===== src/rtl/imm_gen_pkg.sv =====
// Shared format-select codes and instruction field slicers for the immediate generator.
// Each slicer returns its field sign-extended to 32 bits, with inst[31] as the sign bit.
package imm_gen_pkg;

    localparam int unsigned INST_W  = 32;
    localparam int unsigned EXT_W   = 6;
    localparam int unsigned SHAMT_W = 6;
    localparam int unsigned ZIMM_W  = 5;

    localparam logic [EXT_W-1:0] EXT_CTRL_ITYPE_SHAMT = 6'd0;
    localparam logic [EXT_W-1:0] EXT_CTRL_ITYPE       = 6'd1;
    localparam logic [EXT_W-1:0] EXT_CTRL_STYPE       = 6'd2;
    localparam logic [EXT_W-1:0] EXT_CTRL_BTYPE       = 6'd3;
    localparam logic [EXT_W-1:0] EXT_CTRL_UTYPE       = 6'd4;
    localparam logic [EXT_W-1:0] EXT_CTRL_JTYPE       = 6'd5;
    localparam logic [EXT_W-1:0] EXT_CTRL_CSR_ZIMM    = 6'd6;

    function automatic logic [INST_W-1:0] imm_i(input logic [INST_W-1:0] inst);
        return {{20{inst[31]}}, inst[31:20]};
    endfunction

    function automatic logic [INST_W-1:0] imm_s(input logic [INST_W-1:0] inst);
        return {{20{inst[31]}}, inst[31:25], inst[11:7]};
    endfunction

    function automatic logic [INST_W-1:0] imm_b(input logic [INST_W-1:0] inst);
        return {{19{inst[31]}}, inst[31], inst[7], inst[30:25], inst[11:8], 1'b0};
    endfunction

    function automatic logic [INST_W-1:0] imm_u(input logic [INST_W-1:0] inst);
        return {inst[31:12], 12'b0};
    endfunction

    function automatic logic [INST_W-1:0] imm_j(input logic [INST_W-1:0] inst);
        return {{11{inst[31]}}, inst[31], inst[19:12], inst[20], inst[30:21], 1'b0};
    endfunction

endpackage


===== src/rtl/imm_gen_pipe_decode.sv =====
// Combinational RV32I/RV64I immediate decoder: raw instruction + format select -> XLEN immediate.
// Also usable standalone by a single-cycle core.
module imm_decode
    import imm_gen_pkg::*;
#(
    parameter int unsigned XLEN = 32
) (
    input  logic [INST_W-1:0] inst_i,
    input  logic [EXT_W-1:0]  ext_op_i,
    output logic [XLEN-1:0]   imm_c_o
);

    logic [SHAMT_W-1:0] shamt;
    logic [ZIMM_W-1:0]  zimm;
    logic               unused_opcode;

    // RV64 shifts use a 6-bit shamt; RV32 only 5 bits
    assign shamt         = (XLEN == 64) ? inst_i[25:20] : {1'b0, inst_i[24:20]};
    assign zimm          = inst_i[19:15];
    assign unused_opcode = ^inst_i[6:0];

    always_comb begin
        imm_c_o = '0;
        case (ext_op_i)
            EXT_CTRL_ITYPE_SHAMT: imm_c_o = XLEN'(shamt);
            EXT_CTRL_ITYPE:       imm_c_o = XLEN'($signed(imm_i(inst_i)));
            EXT_CTRL_STYPE:       imm_c_o = XLEN'($signed(imm_s(inst_i)));
            EXT_CTRL_BTYPE:       imm_c_o = XLEN'($signed(imm_b(inst_i)));
            EXT_CTRL_UTYPE:       imm_c_o = XLEN'($signed(imm_u(inst_i)));
            EXT_CTRL_JTYPE:       imm_c_o = XLEN'($signed(imm_j(inst_i)));
            EXT_CTRL_CSR_ZIMM:    imm_c_o = XLEN'(zimm);
            default:              imm_c_o = '0;
        endcase
    end

endmodule


===== src/rtl/imm_gen_pipe.sv =====
// Pipelined immediate generator between decode and execute: one-cycle latency,
// valid/ready on both sides, 2-entry skid (main + skid register), synchronous flush.
module imm_gen_pipe
    import imm_gen_pkg::*;
#(
    parameter int unsigned XLEN  = 32,
    parameter int unsigned TAG_W = 4
) (
    input  logic              clk,
    input  logic              rstn,
    input  logic              flush,
    input  logic              in_valid,
    output logic              in_ready,
    input  logic [INST_W-1:0] inst,
    input  logic [EXT_W-1:0]  EXTOp,
    input  logic [TAG_W-1:0]  in_tag,
    output logic              out_valid,
    input  logic              out_ready,
    output logic [XLEN-1:0]   immout,
    output logic [TAG_W-1:0]  out_tag
);

    logic [XLEN-1:0]  dec_imm;
    logic             accept;
    logic             advance;

    logic             main_valid_q, main_valid_d;
    logic [XLEN-1:0]  main_imm_q,   main_imm_d;
    logic [TAG_W-1:0] main_tag_q,   main_tag_d;
    logic             skid_valid_q, skid_valid_d;
    logic [XLEN-1:0]  skid_imm_q,   skid_imm_d;
    logic [TAG_W-1:0] skid_tag_q,   skid_tag_d;
    logic             in_ready_q,   in_ready_d;

    imm_decode #(
        .XLEN (XLEN)
    ) u_decode (
        .inst_i   (inst),
        .ext_op_i (EXTOp),
        .imm_c_o  (dec_imm)
    );

    assign accept  = in_valid && in_ready_q;
    assign advance = !main_valid_q || out_ready;

    // Next-state: flush wins; a draining main takes the skid entry first, else the new input
    always_comb begin
        main_valid_d = main_valid_q;
        main_imm_d   = main_imm_q;
        main_tag_d   = main_tag_q;
        skid_valid_d = skid_valid_q;
        skid_imm_d   = skid_imm_q;
        skid_tag_d   = skid_tag_q;

        if (flush) begin
            main_valid_d = 1'b0;
            skid_valid_d = 1'b0;
        end else if (advance) begin
            if (skid_valid_q) begin
                main_valid_d = 1'b1;
                main_imm_d   = skid_imm_q;
                main_tag_d   = skid_tag_q;
                skid_valid_d = 1'b0;
            end else begin
                main_valid_d = accept;
                if (accept) begin
                    main_imm_d = dec_imm;
                    main_tag_d = in_tag;
                end
            end
        end else if (accept) begin
            skid_valid_d = 1'b1;
            skid_imm_d   = dec_imm;
            skid_tag_d   = in_tag;
        end

        in_ready_d = !skid_valid_d;
    end

    always_ff @(posedge clk or negedge rstn) begin
        if (!rstn) begin
            main_valid_q <= 1'b0;
            main_imm_q   <= '0;
            main_tag_q   <= '0;
            skid_valid_q <= 1'b0;
            skid_imm_q   <= '0;
            skid_tag_q   <= '0;
            in_ready_q   <= 1'b1;
        end else begin
            main_valid_q <= main_valid_d;
            main_imm_q   <= main_imm_d;
            main_tag_q   <= main_tag_d;
            skid_valid_q <= skid_valid_d;
            skid_imm_q   <= skid_imm_d;
            skid_tag_q   <= skid_tag_d;
            in_ready_q   <= in_ready_d;
        end
    end

    assign in_ready  = in_ready_q;
    assign out_valid = main_valid_q;
    assign immout    = main_imm_q;
    assign out_tag   = main_tag_q;

endmodule


===== config.mk =====
export PLATFORM = sky130hd
export DESIGN_NAME = imm_gen_pipe
export DESIGN_NICKNAME = d
export VERILOG_FILES = /design/src/rtl/imm_gen_pkg.sv /design/src/rtl/imm_gen_pipe_decode.sv /design/src/rtl/imm_gen_pipe.sv
export SDC_FILE = /design/constraint.sdc
export NUM_CORES = 1
export LEC_CHECK = 0
export CORE_MARGIN = 10
export CORE_UTILIZATION = 50
export CTS_BUF_LIST = sky130_fd_sc_hd__clkbuf_16
export CTS_CLUSTER_SIZE = 28
export DETAILED_ROUTE_END_ITERATION = 8
export PLACE_DENSITY = 0.81
export SLEW_MARGIN = 20
export SYNTH_ARGS = -nofsm -noshare
export SYNTH_HDL_FRONTEND = slang
export SYNTH_SLANG_ARGS = --single-unit

===== constraint.sdc =====
create_clock -name clk -period 2.3 [get_ports clk]
set_clock_uncertainty 0.1 [all_clocks]
set_input_delay 0.46 -clock clk [delete_from_list [all_inputs] [get_ports clk]]
set_output_delay 0.46 -clock clk [all_outputs]
set_load 0.01 [all_outputs]

==> run_results.csv, run 1 <==
group,metric,value,unit
run_status,status,"complete, no violations",
clocking,htree_num_levels,3,
clocking,clock-root-buffer,"clkbuf_16",
yosys,syn-cell-area,3520,sq um
yosys,yosysWarnings,0,
die,fp.coreArea,6832,sq um
sta,rsz0062_at_grt,"no",
routing,drt-initial-drc-count,177,
worst_hold_path,hold_path_class,"register to register",
routing,routedWlPerCell,17.77,um
final_layout,antenna_cells,0,
sta,hold_viol,0,
worst_setup_path,reg2reg_from,"in_ready$_DFF_PN1_",
clocking,post_cts_resized,0,
die,start_util,51.52,%
global_route,grtUsageMet3,6.320,%
sta,relSlewSlack,64.11,%
global_route,grt_util_all_layers,17.52,%
yosys,ys_types,36,
yosys,ys_ff_latch,75,
sta,period_share,88.05,%
clocking,clockBufferDepth,2,
sta,fmax,493.8,MHz
worst_setup_path,worstSetupStartpointType,"primary input",
power_and_ir_drop,p_per_area,716.6,nW/um^2
worst_setup_path,crit_path_start,"in_valid",
yosys,synth_top_area_share,52.61,%
power_and_ir_drop,p_seq_share,43.6,%
sta,final_max_slew_viol_count,0,
final_layout,final_nets,483,
power_and_ir_drop,cellLeakagePower,2.148,nW
sta,fin_crit,2.025,ns
worst_setup_path,critPathRequiredTime,2.46,ns
global_route,top_usage_layer,"met2",
yosys,synth_area_leaders,"dfrtp_1 53%, a21oi_1 8.1%, mux2_2 3.8%",
global_route,grt_use_met1,21.99,%
clocking,cts_tree,"done",
die,die-height,103.9,um
die,dieArea,10800,sq um
routing,ant_nets,0,
routing,drt-pass1-iter-count,5,
global_route,grt_use_met2,27.25,%
global_route,grt-ovfl-total,0,
clocking,cts_buffers,9,
power_and_ir_drop,pwr-share-clk,38.7,%
sta,tightest_slew,0.5364,ns
worst_hold_path,hold_path_end,"skid_imm_q[30]$_DFFE_PN0P_",
final_layout,fill_cells,513,
place,numPortBuffers,77,
power_and_ir_drop,swShare,24.98,%
worst_setup_path,reg2regPathDepth,4,
global_route,grt_start_max_net_pins,58,
sta,setup-tns-final,0,ns
worst_hold_path,hold_start,"skid_imm_q[30]$_DFFE_PN0P_",
routing,drc,0,
yosys,synth_area_leader_cell,"dfrtp_1",
global_route,grt_pass1_vias,3198,
final_layout,synthToLayoutAreaGrowth,37.40,%
sta,setup_viol,0,
power_and_ir_drop,pwr-share-comb,17.8,%
yosys,synth_nets,392,
routing,num_vias,3089,
clocking,clkSlewWorstSetupHoldPaths,0.05,ns
die,die_w,103.9,um
worst_setup_path,arrival,2.18,ns
yosys,postSynthAreaPerCell,10.20,sq um
sta,setup_ws,0.2748,ns
power_and_ir_drop,p_int,0.002600,W
die,ios,85,
power_and_ir_drop,netSwitchingPower,0.0008658,W
yosys,ys_seq_area_share,53.36,%
worst_setup_path,path_class,"primary input to register",
routing,wl,9542,um
place,pre_cts_slack,-0.04539,ns
yosys,synthCells,345,
power_and_ir_drop,power,0.003465,W
place,gp_congestion,0.8176,
global_route,grt_antenna_before_repair,0,
global_route,grt_pass1_wl,15790,um
worst_setup_path,critPathMaxFanout,8,
die,core.rowCount,30,
worst_setup_path,end_kind,"register",
clocking,clock_latency,0.32,ns
worst_setup_path,r2r-end,"immout[13]$_DFFE_PN0P_",
power_and_ir_drop,peakVddDrop,404.6,uV
final_layout,drive_above_1_share,13.83,%
place,dpl.hpwl,6707,um
flow_run,drv_cap,0,
routing,via_per_inst,5.752,
worst_hold_path,whs_path_depth,2,
worst_setup_path,rrSetupSlack,0.34,ns
clocking,cts.sinks,75,
-- metrics by stage --
| step | util [%] | hold slack (ns) | cell area (sq um) | cells |
|---|---|---|---|---|
| after floorplan | - | 0.06441 | 3520 | 345 |
| after global placement | 66.45 | 0.3290 | 4539 | 520 |
| after detailed placement | 66.45 | 0.3335 | 4539 | 520 |
| after CTS | 70.79 | 0.3779 | 4836 | 537 |
| after global routing | 70.79 | 0.4022 | 4836 | 537 |
| final | 70.79 | 0.3793 | 4836 | 537 |
-- placed cells by master (no fill, tap or decap), types with 2 or more instances in the layout --
| cell | synthesis | layout |
|---|---|---|
| a31oi_1 | 5 | 5 |
| buf_4 | 0 | 30 |
| clkinvlp_4 | 0 | 2 |
| nor2_1 | 22 | 22 |
| inv_1 | 2 | 4 |
| and3b_1 | 3 | 3 |
| or3_1 | 15 | 15 |
| and2b_1 | 2 | 2 |
| a21oi_1 | 57 | 57 |
| mux2_2 | 12 | 12 |
| buf_12 | 0 | 2 |
| nand2b_1 | 3 | 3 |
| nand2_1 | 29 | 29 |
| dfrtp_1 | 74 | 74 |
| o31ai_1 | 14 | 14 |
| a22o_1 | 10 | 10 |
| nand3b_1 | 6 | 6 |
| and3_1 | 12 | 12 |
| o211ai_1 | 3 | 3 |
| o21ai_0 | 8 | 8 |
| clkbuf_16 | 0 | 9 |
| clkdlybuf4s50_1 | 0 | 76 |
| nand3_1 | 6 | 6 |
| a221o_1 | 12 | 12 |
| mux2i_1 | 6 | 6 |
| nor2b_1 | 3 | 3 |
-- worst max path at each step --
stage                                      to  slack, ns
global placement        immout[4]$_DFFE_PN0P_      -0.04
detailed placement     immout[21]$_DFFE_PN0P_      -0.05
floorplan              immout[30]$_DFFE_PN0P_       0.42
finish                 immout[13]$_DFFE_PN0P_       0.27
CTS                 skid_imm_q[9]$_DFFE_PN0P_       0.29
global route           immout[27]$_DFFE_PN0P_       0.20
-- cell type report --
class	instances	area (sq um)	share of cell area, %
well taps	96	120.1	2.484
clock inverters	7	61.31	1.268
multi-input cells	239	1508	31.18
flip-flops and latches	75	1878	38.84
repair buffers	109	1036	21.42
inverters	2	7.507	0.1552
clock buffers	9	225.2	4.657
-- cells by family after synthesis --
| kind of cell | after synthesis | share of synthesized area (%) |
|---|---|---|
| mux | 18 | 5.546 |
| buf+inv | 31 | 3.946 |
| compound gates | 117 | 22.01 |
| simple gates | 104 | 15.14 |
| flops | 75 | 53.36 |
-- critical path: stages --
cell	delay, ns
clkdlybuf4s50_1	0.48
a21oi_1	0.08
or3_1	0.44
nor2_1	0.47
a221o_1	0.25
-- power by group through the flow --
| stage | registers [W] | logic, W | clock network, W |
|---|---|---|---|
| 2_1_floorplan | 0.00156 | 0.000223 | 0 |
| 3_3_place_gp | 0.00153 | 0.000603 | 0 |
| 3_5_place_dp | 0.00153 | 0.000619 | 0 |
| 4_1_cts | 0.00151 | 0.000624 | 0.00135 |
| 5_1_grt | 0.00152 | 0.000675 | 0.00142 |
| 6_report | 0.00151 | 0.000617 | 0.00134 |
-- synth_stat cells, drive strengths merged --
| library cell | n |
|---|---|
| nand2 | 29 |
| mux2 | 12 |
| or3 | 15 |
| a31oi | 5 |
| and3 | 12 |
| dfstp | 1 |
| a211oi | 2 |
| o31ai | 14 |
| mux2i | 6 |
| inv | 2 |
| nor2b | 3 |
| o21a | 1 |
| a221o | 12 |
| and2b | 2 |
| clkbuf | 20 |
| nor2 | 22 |
| o21ai | 9 |
| a21o | 1 |
| nand2b | 3 |
| o21bai | 1 |
| a22o | 10 |
| a211o | 1 |
| nor3 | 2 |
| nand3 | 6 |
| buf | 9 |
| o211ai | 3 |
| nand4b | 1 |
| a21oi | 57 |
| and3b | 3 |
| nand3b | 6 |
| a22oi | 1 |
| dfrtp | 74 |
-- what timing repair did --
item	CTS	global route
hold buffers	1	0
setup buffers	0	0
endpoints found under the hold margin	33	0
-- layer usage --
layer	wire length, um	vias up
li1	-	1438
met1	4150	1481
met2	4539	157
met3	725	13
met4	127	0
met5	0	-
-- flip-flops by register name, summed over array words and instances, names as in the netlist --
signal and cells:
immout 32, in_ready 1, out_tag 4, out_valid 1
skid_imm_q 32, skid_tag_q 4, skid_valid_q 1
(Power assumes the default switching activity.)
==> run 2: changes to the inputs <==
- ABC_AREA: default -> 1
- CORE_MARGIN: 10 -> default
- CORE_UTILIZATION: 50 -> 51
- PLACE_DENSITY: 0.81 -> 0.8
- SKIP_CTS_REPAIR_TIMING: default -> 1
==> run 2 against run 1 <==
- count of clock-buffer cells in the layout unchanged
- non-clock buffer count down 17
- fmax up 3.3%
- cell count up 28%
- combinational power up 2%
- flip-flop and latch count unchanged
- power up 3.5%
- critical path depth down 4
- register-to-register slack better by 0.24 ns
- largest power group unchanged
- via count up 16%
==> run_results.csv, run 2 <==
group,metric,value,unit
power_and_ir_drop,swShare,25.72,%
power_and_ir_drop,p_int,0.002666,W
sta,relSlewSlack,62.34,%
routing,ant_nets,0,
clocking,clkSlewWorstSetupHoldPaths,0.05,ns
place,numPortBuffers,77,
sta,final_max_slew_viol_count,0,
yosys,synth_top_area_share,47.80,%
yosys,ys_seq_area_share,48.48,%
final_layout,drive_above_1_share,9.831,%
worst_setup_path,worstSetupStartpointType,"register",
global_route,grt_pass1_vias,3454,
yosys,synth_nets,555,
worst_setup_path,critPathTopFamily,"buffers and inverters",
final_layout,final_common_cell,"nand2_1",
routing,drt-pass1-iter-count,5,
clocking,clock-root-buffer,"clkbuf_16",
routing,via_per_inst,5.219,
yosys,synth_area_leader_cell,"dfrtp_1",
worst_setup_path,rrSetupSlack,0.58,ns
sta,period_share,85.23,%
routing,drt-initial-drc-count,256,
die,start_util,53.12,%
final_layout,antenna_cells,0,
routing,routedWlPerCell,13.53,um
power_and_ir_drop,pwr-share-comb,17.5,%
routing,wl,9320,um
clocking,cts_tree,"done",
clocking,clock_latency,0.33,ns
sta,fmax,510.1,MHz
place,dpl.hpwl,6369,um
worst_setup_path,critPathRequiredTime,1.74,ns
power_and_ir_drop,netSwitchingPower,0.0009229,W
yosys,syn-cell-area,3874,sq um
sta,hold_viol,0,
power_and_ir_drop,p_per_area,714.5,nW/um^2
yosys,async_reset_ff_share,100.0,%
sta,rsz0062_at_grt,"no",
worst_setup_path,max_stage_delay,0.54,ns
sta,tightest_slew,0.5650,ns
worst_setup_path,crit_path_cell_trace,"clkdlybuf4s50_1",
power_and_ir_drop,cellLeakagePower,2.631,nW
global_route,grt_util_all_layers,25.81,%
worst_setup_path,path_buf_inv,1,
sta,setup_viol,0,
die,die_w,89.15,um
yosys,postSynthAreaPerCell,7.625,sq um
sta,fin_crit,1.960,ns
yosys,synth_most_common_cell,"nand2_1",
worst_hold_path,hold_path_class,"primary input to async pin",
sta,setup_ws,0.3398,ns
die,ios,85,
final_layout,fill_cells,608,
die,core.rowCount,31,
yosys,synth_common_cells,"139 x nand2_1, 105 x nor2_1, 74 x dfrtp_1",
worst_setup_path,critPathSlowestCell,"clkdlybuf4s50_1",
final_layout,multi_input_area,1657,sq um
power_and_ir_drop,peakVddDrop,417.1,uV
yosys,synthCells,508,
die,fp.coreArea,7292,sq um
worst_setup_path,critPathMaxFanout,2,
place,gp_congestion,0.8832,
place,pre_cts_slack,0.05480,ns
final_layout,layout_common_cells,"139 x nand2_1, 105 x nor2_1, 76 x clkdlybuf4s50_1",
worst_setup_path,path_class,"register to primary output",
power_and_ir_drop,p_seq_share,45.8,%
clocking,cts.sinks,75,
clocking,clockBufferDepth,2,
yosys,synth_area_leaders,"dfrtp_1 48%, nand2_1 13%, nor2_1 10%",
yosys,ys_ff_latch,75,
final_layout,final_nets,632,
yosys,synthFlopType,"dfrtp_1",
clocking,cts_buffers,9,
die,dieArea,7948,sq um
run_status,status,"complete, no violations",
final_layout,synthToLayoutAreaGrowth,29.65,%
die,die-height,89.15,um
worst_setup_path,arrival,1.40,ns
global_route,grt_pass1_wl,15660,um
power_and_ir_drop,pwr-share-clk,36.7,%
clocking,htree_num_levels,3,
routing,drc,0,
global_route,grt-ovfl-total,0,
yosys,synth-edff-count,0,
worst_setup_path,end_kind,"primary output",
global_route,grt_antenna_before_repair,0,
sta,setup-tns-final,0,ns
global_route,grt_start_max_net_pins,53,
routing,num_vias,3596,
final_layout,regArea,1878,sq um
flow_run,drv_cap,0,
yosys,ys_types,27,
yosys,yosysWarnings,0,
[run 2: changes by cell type in the layout (fill, tap and decap cells not counted), moves of 15 or more]
cell and delta:
nand2_1 +110, nor2_1 +83, a21oi_1 -54, inv_1 +35, nand3_1 +25, o21ai_0 +25, a31oi_1 +19, buf_4 -18
or3_1 -15
[run 2: metal layers]
layer  global-route usage (%)  routed length, um  vias to the layer above  part of all wire (%)
met3                    3.416                502                       16                   5.4
met4                    11.69                176                        0                   1.9
met1                    33.97               4031                     1693                    43
met5                        0                  0                        -                     0
met2                    42.75               4610                      129                    49
li1                         -                  -                     1758                     -
[run 2: power groups by stage]
stage	clock network, W	registers (W)	logic, W
2_1_floorplan	0	0.00167	0.000307
3_3_place_gp	0	0.00165	0.000603
3_5_place_dp	0	0.00166	0.000626
4_1_cts	0.00133	0.00164	0.000632
5_1_grt	0.00140	0.00167	0.000704
6_report	0.00132	0.00164	0.000627
[run 2: final cells by class]
class	count	area share, %
Sequential cell	75	37.39
Clock inverter	7	1.071
Timing Repair Buffer	92	18.54
Inverter	41	3.064
Clock buffer	9	4.484
Multi-Input combinational cell	366	32.98
Tap cell	99	2.466
[run 2: through the flow]
stage,hold WS [ns],power [W],util [%],std cells,cell area (sq um)
2_1_floorplan,0.06441,0.001975,-,508,3874
3_3_place_gp,0.3619,0.002254,65.05,673,4743
3_5_place_dp,0.3651,0.002289,65.05,673,4743
4_1_cts,0.04229,0.003604,68.87,689,5022
5_1_grt,0.06772,0.003766,68.87,689,5022
6_report,0.02176,0.003588,68.87,689,5022
[run 2: cells by family (layout without fill, tap and decap cells)]
group / Yosys count / after routing / synth area share, %
AND/OR/NAND/NOR: 302 / 302 / 33.40
flip-flops: 75 / 75 / 48.48
buffers and inverters: 67 / 149 / 8.882
AO/OA/AOI/OAI: 64 / 64 / 9.238
[run 2: path summary, 6_finish.rpt]
path	start	to	cells past startpoint
worst min register to register	immout[8]$_DFFE_PN0P_	immout[8]$_DFFE_PN0P_	2
worst max register to register	skid_valid_q$_DFF_PN0_	immout[1]$_DFFE_PN0P_	7
min in group clk	immout[8]$_DFFE_PN0P_	immout[8]$_DFFE_PN0P_	2
max in group asynchronous	rstn	immout[10]$_DFFE_PN0P_	2
worst min-delay path	rstn	out_tag[3]$_DFFE_PN0P_	1
worst max-delay path	in_ready$_DFF_PN1_	in_ready	1
==> run 3: changes to the inputs <==
- SKIP_CTS_REPAIR_TIMING: 1 -> default
==> results of run 3 <==
Same layout as run 2: the final DEF is identical, and so are final timing and power.
